--- src/rtl/qrs_peak_detector.sv ---
// rtl/qrs_peak_detector.sv - adaptive-threshold R-peak detector with refractory blanking
// Emits the sample index of each accepted local maximum that clears the running SPK/NPK threshold.
module qrs_peak_detector #(
    parameter int unsigned REFRACTORY = 100,
    parameter int          INIT_SPK   = 800
) (
    input  logic        clk,
    input  logic        rst,
    input  logic        s_axis_tvalid,
    input  logic [31:0] s_axis_tdata,
    output logic        s_axis_tready,
    output logic        m_axis_tvalid,
    output logic [31:0] m_axis_tdata,
    input  logic        m_axis_tready,
    output logic [31:0] threshold
);
    typedef enum logic [1:0] {WARMUP, SEARCH, REFRACT} state_t;

    localparam logic [31:0]        REFR_LOAD = 32'(REFRACTORY);
    localparam logic signed [31:0] SPK_RST   = 32'(INIT_SPK);

    state_t             state_q, state_d;
    logic [31:0]        idx_q, idx_d;
    logic [31:0]        cnt_q, cnt_d;
    logic [31:0]        mdata_q, mdata_d;
    logic               mvalid_q, mvalid_d;
    logic signed [31:0] x1_q, x1_d, x2_q, x2_d;
    logic signed [31:0] spk_q, spk_d, npk_q, npk_d, thr_q, thr_d;
    logic signed [31:0] x_in;
    logic               accept, local_max;

    // Input is stalled whenever an undelivered event would otherwise be overwritten.
    assign s_axis_tready = ~rst & (~mvalid_q | m_axis_tready);
    assign accept        = s_axis_tvalid & s_axis_tready;
    assign x_in          = s_axis_tdata[31] ? 32'sd0 : $signed(s_axis_tdata);
    // Strict rise then non-strict fall: a flat top reports only its first sample.
    assign local_max     = (x2_q < x1_q) && (x1_q >= x_in);

    assign m_axis_tvalid = mvalid_q;
    assign m_axis_tdata  = mdata_q;
    assign threshold     = thr_q;

    always_ff @(posedge clk) begin
        if (rst) begin
            state_q  <= WARMUP;
            idx_q    <= '0;
            cnt_q    <= '0;
            mdata_q  <= '0;
            mvalid_q <= 1'b0;
            x1_q     <= '0;
            x2_q     <= '0;
            spk_q    <= SPK_RST;
            npk_q    <= '0;
            thr_q    <= SPK_RST >>> 2;
        end else begin
            state_q  <= state_d;
            idx_q    <= idx_d;
            cnt_q    <= cnt_d;
            mdata_q  <= mdata_d;
            mvalid_q <= mvalid_d;
            x1_q     <= x1_d;
            x2_q     <= x2_d;
            spk_q    <= spk_d;
            npk_q    <= npk_d;
            thr_q    <= thr_d;
        end
    end

    always_comb begin
        state_d  = state_q;
        idx_d    = idx_q;
        cnt_d    = cnt_q;
        mdata_d  = mdata_q;
        mvalid_d = mvalid_q;
        x1_d     = x1_q;
        x2_d     = x2_q;
        spk_d    = spk_q;
        npk_d    = npk_q;
        // Built from the registered estimates, so a detection always sees the pre-update threshold.
        thr_d    = npk_q + ((spk_q - npk_q) >>> 2);

        if (m_axis_tready) begin
            mvalid_d = 1'b0;
        end

        if (accept) begin
            idx_d = idx_q + 32'd1;
            x1_d  = x_in;
            x2_d  = x1_q;
            case (state_q)
                WARMUP: begin
                    if (idx_q == 32'd1) begin
                        state_d = SEARCH;
                    end
                end
                SEARCH: begin
                    if (local_max) begin
                        if (x1_q >= thr_q) begin
                            spk_d    = spk_q - (spk_q >>> 3) + (x1_q >>> 3);
                            mdata_d  = idx_q - 32'd1;
                            mvalid_d = 1'b1;
                            cnt_d    = REFR_LOAD;
                            state_d  = REFRACT;
                        end else begin
                            npk_d = npk_q - (npk_q >>> 3) + (x1_q >>> 3);
                        end
                    end
                end
                REFRACT: begin
                    cnt_d = cnt_q - 32'd1;
                    if (cnt_q <= 32'd1) begin
                        state_d = SEARCH;
                    end
                end
                default: state_d = WARMUP;
            endcase
        end
    end
endmodule

--- config.mk ---
export PLATFORM = sky130hd
export DESIGN_NAME = qrs_peak_detector
export DESIGN_NICKNAME = d
export VERILOG_FILES = /design/src/rtl/qrs_peak_detector.sv
export SDC_FILE = /design/constraint.sdc
export NUM_CORES = 1
export LEC_CHECK = 0
export BUFFER_PORTS_ARGS = -buffer_cell sky130_fd_sc_hd__buf_2
export CORE_MARGIN = 5
export CORE_UTILIZATION = 35
export CTS_CLUSTER_DIAMETER = 30
export CTS_CLUSTER_SIZE = 20
export DETAILED_ROUTE_END_ITERATION = 10
export PLACE_DENSITY_LB_ADDON = 0.3
export SYNTH_ARGS = -nofsm -noshare
export SYNTH_HDL_FRONTEND = slang
export SYNTH_SLANG_ARGS = --single-unit
--- constraint.sdc ---
create_clock -name clk -period 4.19 [get_ports clk]
set_clock_uncertainty 0.1 [all_clocks]
set_input_delay 0.838 -clock clk [delete_from_list [all_inputs] [get_ports clk]]
set_output_delay 0.838 -clock clk [all_outputs]
set_load 0.005 [all_outputs]
### After elaboration in Yosys (flattened, before gate mapping)

Cells that the tools add are included.

* register bits: 257
* bits in latches: 0
* memory bits (writable): 0
* memory bits (read-only): 0
* output and inout port bits: 66
* logic and storage cells: 57
* memories kept: 0

* add/subtract/negate cells: 9
* multipliers: 0
* divide/modulo/power cells: 0
* $lt $le $gt $ge: 4
* equal/unequal tests: 7
* shifts and indexed selects: 0
* multiplexer cells: 14
* bitwise operators: 6
* reductions and logical operators: 7

Operators with widths (count)
* $add 32x29->32: 2
* $mux 32: 2
* $pmux 32 s2: 1
* $sub 32x1->32 const B: 2
* $sub 32x29->32: 2
* $add 32x1->32 const B: 1
* $add 32x30->32: 1
* $eq 32x1->1 const B: 1
* $ge 32x32->1: 1
* $le 32x1->1 const B: 1
* $sub 32x32->32: 1
* $ge 31x31->1: 1
* $lt 31x31->1: 1
* $mux 31: 1
* $reduce_and 4->1: 3
* $mux 2: 4
* $ne 2x2->1 const B: 4
* $pmux 2 s3: 1
* $mux 1: 5
* $reduce_and 5->1: 1
* $not 1->1: 3
* $and 1x1->1: 2
* $eq 2x1->1 const B: 1
* $eq 2x2->1 const B: 1
* 4 further kinds: 4

### Depth between registers and ports, before layout

* depth in word-level cells: 6
* mapped depth: 23

### Least setup slack after synthesis

OpenSTA, ideal clock, no wires.

* path type: reg2reg
* start: register npk_q[2]
* end: register thr_q[27] (netlist: threshold[27])
* data arrival time: 4310 ps
* data required time: 3962 ps
* setup slack: -347 ps
* stages on the path, launching flop included: 24
* path buffers: 0
* period minus slack after synthesis: 4537 ps
* cell sequence: dfxtp_1 -> inv_1 -> ha_1 -> a21o_1 -> a31o_2 -> a21oi_1 -> a311oi_1 -> o21a_1 -> o21ai_0 -> a21boi_0 -> o21a_1 -> nor2_1 -> xnor2_1 -> ha_1 -> and3_1 -> a31oi_1 -> o21ai_0 -> a21oi_1 -> o21ai_1 -> a41o_1 -> and2_1 -> a221oi_2 -> xor2_1 -> nor2_1

* cells in the longest elaborated chain, start to end: 2

RTL lines
* from (decl): line 28 `logic signed [31:0] spk_q, spk_d, npk_q, npk_d, thr_q, thr_d;`
* from (signal assigned): line 64 `npk_q <= npk_d;`
* $sub 32x32->32: line 80 `thr_d = npk_q + ((spk_q - npk_q) >>> 2);`
* $add 32x30->32 *: line 80
* to (signal assigned): line 54 `thr_q <= SPK_RST >>> 2;`
* to (signal assigned): line 65 `thr_q <= thr_d;`
* to (decl): line 28

Mark *: on every way between the ends. The rest lies on a longest branch, timed or not.
A chain may end at the register's enable or synchronous reset.

### Final worst setup path

* start: register npk_q[2]
* end: register thr_q[28] (netlist: threshold[28])

Same word-level chain as after synthesis.

==> results.md <==
- Status: finished, violations left
- Failing checks: negative setup slack
- Post-Syn Area: 19550 um2
- DRC: 0
- Layout cells sized above 1: 20.47%
- Latest clock arrival within the worst-skew pair: 0.60 ns
- Dpl cells: 3381
- Vias/cell: 5.104
- First-pass GRT wire length: 92710 um
- Post-route setup slack: -0.1247 ns
- Main synth FF type: dfxtp_1
- Req. time, crit path: 4.51 ns
- Worst hold slack: 0.3587 ns
- Routability cong.: 0.9205
- Yosys warning count: 0
- Pwr/cell area: 368.7 nW/um2
- WS Path Type: reg2reg
- Netlist cell types: 79
- Setup Viol. Count Final: 6
- DRT Wirelength: 57340 um
- Most frequent cells in the layout: inv_1, dfxtp_1, nor2_1, ha_1, buf_4
- Total global routing overflow: 0
- Total GRT Usage: 18.67%
- CP Launch Type: flip-flop
- Post-synth EDFFs: 0
- 1st-pass router iterations: 7
- Reg clk slew, reported paths: 0.04 ns
- Unrepaired setup endpoints after global routing: true
- Antenna cell count: 0
- Finished Layout Cells: 3518
- Cts bufs inserted: 69
- ANT nets after route: 0
- Worst Setup End Kind: flip-flop
- Hold violation total from the final report: 0
- Register area share after synthesis: 26.31%
- Share of flip-flops with an asynchronous set or reset: 0%
- Synth Register Bits: 257
- Avg WL per Cell: 16.30 um
- CP max FO: 3
- Starting Density: 35.42%
- Leak: 11.50 nW
- Rows: 86
- P&R area growth vs syn: 29.51%
- Detailed Route Iter0 Violations: 948
- # clock sinks: 257
- Deepest clock path buffer count: 3
- Tcrit/Tclk final: 103.0%
- Vias in the first global route: 17800
- Fin. max-slew vios: 0
- Mapped Avg Cell Area: 8.107 um2
- Initial antenna violation count: 0
- Commonest non-fill, non-tap cell in the layout: inv_1
- DIE WIDTH: 246.4 um
- Fmax achieved: 231.8 MHz
- Core area: 55200 um2
- Nets: 3042
- Crit path DAT: 4.64 ns
- Largest net degree at the start of global routing: 179
- CTS HTree Levels: 3
- IO Port Bufs: 101
- Slew margin rel.: 37.23%
- Total die area: 60700 um2
- Post-DP HPWL: 43880 um
- Root buffer cell: clkbuf_16
- Max-cap violations: 0
- Num ports: 102
- Min Tclk post-route: 4.315 ns
- Vias: 17960
- TritonCTS clock tree: done
- Final Util: 45.88%
- Post-Syn Nets: 2734
- Worst vdd ir: 0.2787 mV
- Die extent in y: 246.4 um
- HP Class: reg2reg
- Syn Inst Count: 2412
- Worst slew pin tran: 0.9416 ns
area by class of cell:
type	count	area, um2
clock buffers	89	1923
clock inverters	32	493.0
multi-input cells	1805	13570
repair buffers	324	2265
fillers	5350	29880
flip-flops and latches	257	5155
inverters	263	987.2
well taps	748	935.9
where the power goes:
part           leakage [nW]  total [mW]  switching [mW]  internal (mW)
Clock                  1.19        5.46            1.63           3.83
Combinational          8.23        1.36           0.758          0.599
Sequential             2.08        2.52          0.0329           2.49
Total                  11.5        9.34            2.42           6.92
per-stage QoR:
stage / power [mW] / worst slack (ns) / TNS [ns] / instance area, um2
final: 9.338 / -0.1247 / -0.3949 / 25320
after floorplan: 3.485 / 0.001932 / 0 / 19640
after detailed placement: 3.888 / -0.5017 / -3.261 / 22380
after global routing: 9.735 / -0.3809 / -3.033 / 25320
after CTS: 9.417 / -0.03063 / -0.04842 / 25120
after global placement: 3.868 / -0.4198 / -2.049 / 22380
cells by family (layout without fill, tap and decap cells):
logic type                 after synthesis  count (layout)  synth area share [%]
and+or+nand+nor                        739             739                 18.48
AOI/OAI and AO/OA                      597             597                 19.43
buffers and inverters                  350             708                 6.808
adders and majority gates              286             286                 20.49
DFF                                    257             257                 26.31
xor gates and xnor gates               159             159                 7.122
muxes                                   24              24                 1.357
worst max-delay path, stage by stage (launching register included):
cell and delay (ns):
dfxtp_2 0.32, inv_2 0.05, ha_4 0.21, a21o_1 0.16, a31o_4 0.22, a21oi_4 0.21, a311oi_2 0.13, o21a_1 0.22
o21ai_2 0.15, a21boi_2 0.09, a221oi_2 0.28, o21bai_1 0.13, xor2_1 0.19, ha_1 0.33, o21ai_0 0.11, nand2b_1 0.13
nand3_2 0.12, o21ai_2 0.23, nand4_1 0.17, and3_4 0.23, o31ai_4 0.18, xnor2_1 0.14, nor2_1 0.05
what timing repair did:
| action | CTS | global route |
|---|---|---|
| pin swaps | 33 | 29 |
| hold buffers | 0 | 0 |
| endpoints found under the setup margin | 11 | 20 |
| resized for setup | 54 | 35 |
| gates cloned | 0 | 0 |
| buffers inserted | 11 | 7 |
routing by layer:
layer / share of wire (%) / up-vias / global-route usage [%] / routed length [um]
li1: - / 9025 / - / -
met1: 49 / 8485 / 26.53 / 28000
met2: 45 / 378 / 29.29 / 25660
met3: 4.6 / 67 / 2.886 / 2658
met4: 1.8 / 0 / 5.694 / 1016
met5: 0 / - / 0 / 0
flip-flops by register name, summed over array words and instances, names as in the netlist:
signal         count
npk_q             32
state_q            2
threshold         32
x2_q              31
m_axis_tvalid      1
spk_q             32
m_axis_tdata      32
cnt_q             32
x1_q              31
idx_q             32
cells in the mapped netlist (5+ instances only):
cell	number	area, um2
nor4_1	16	100.1
nor3_1	29	145.1
a211o_1	6	52.55
nand3_1	87	435.4
nand4_1	34	212.7
or2_2	5	31.28
a311oi_1	6	52.55
ha_1	229	2865
dfxtp_1	257	5145
o2111ai_1	6	52.55
o31ai_1	19	142.6
nand2_1	165	619.3
inv_1	262	983.4
o21ai_0	131	655.6
a2111oi_0	5	43.79
o211ai_1	21	157.7
nand2b_1	54	337.8
mux2_2	20	225.2
a21o_1	81	608.1
a31oi_1	13	81.33
fa_1	57	1141
or4_1	12	90.09
o21bai_1	12	90.09
xor2_1	76	665.6
nor3b_1	7	52.55
or3_1	27	168.9
buf_1	13	48.80
and4_1	6	52.55
o31a_1	6	52.55
o21a_1	19	142.6
buf_2	8	40.04
a211oi_1	47	352.8
xnor2_1	83	727.0
a31o_2	6	52.55
nor2_1	222	833.3
a21oi_1	185	925.9
nor2b_1	23	143.9
and2_1	16	100.1
clkbuf_1	64	240.2
and3_1	17	106.4
final timing paths:
kind	startpoint	endpoint	slack, ns	cells past startpoint
worst max-delay path	npk_q[2]	threshold[28]	-0.12	22
worst min register to register	x2_q[0]	x2_q[0]	0.36	2
worst max register to register	npk_q[2]	threshold[28]	-0.12	22
worst min-delay path	x2_q[0]	x2_q[0]	0.36	2
(Power assumes the default switching activity.)
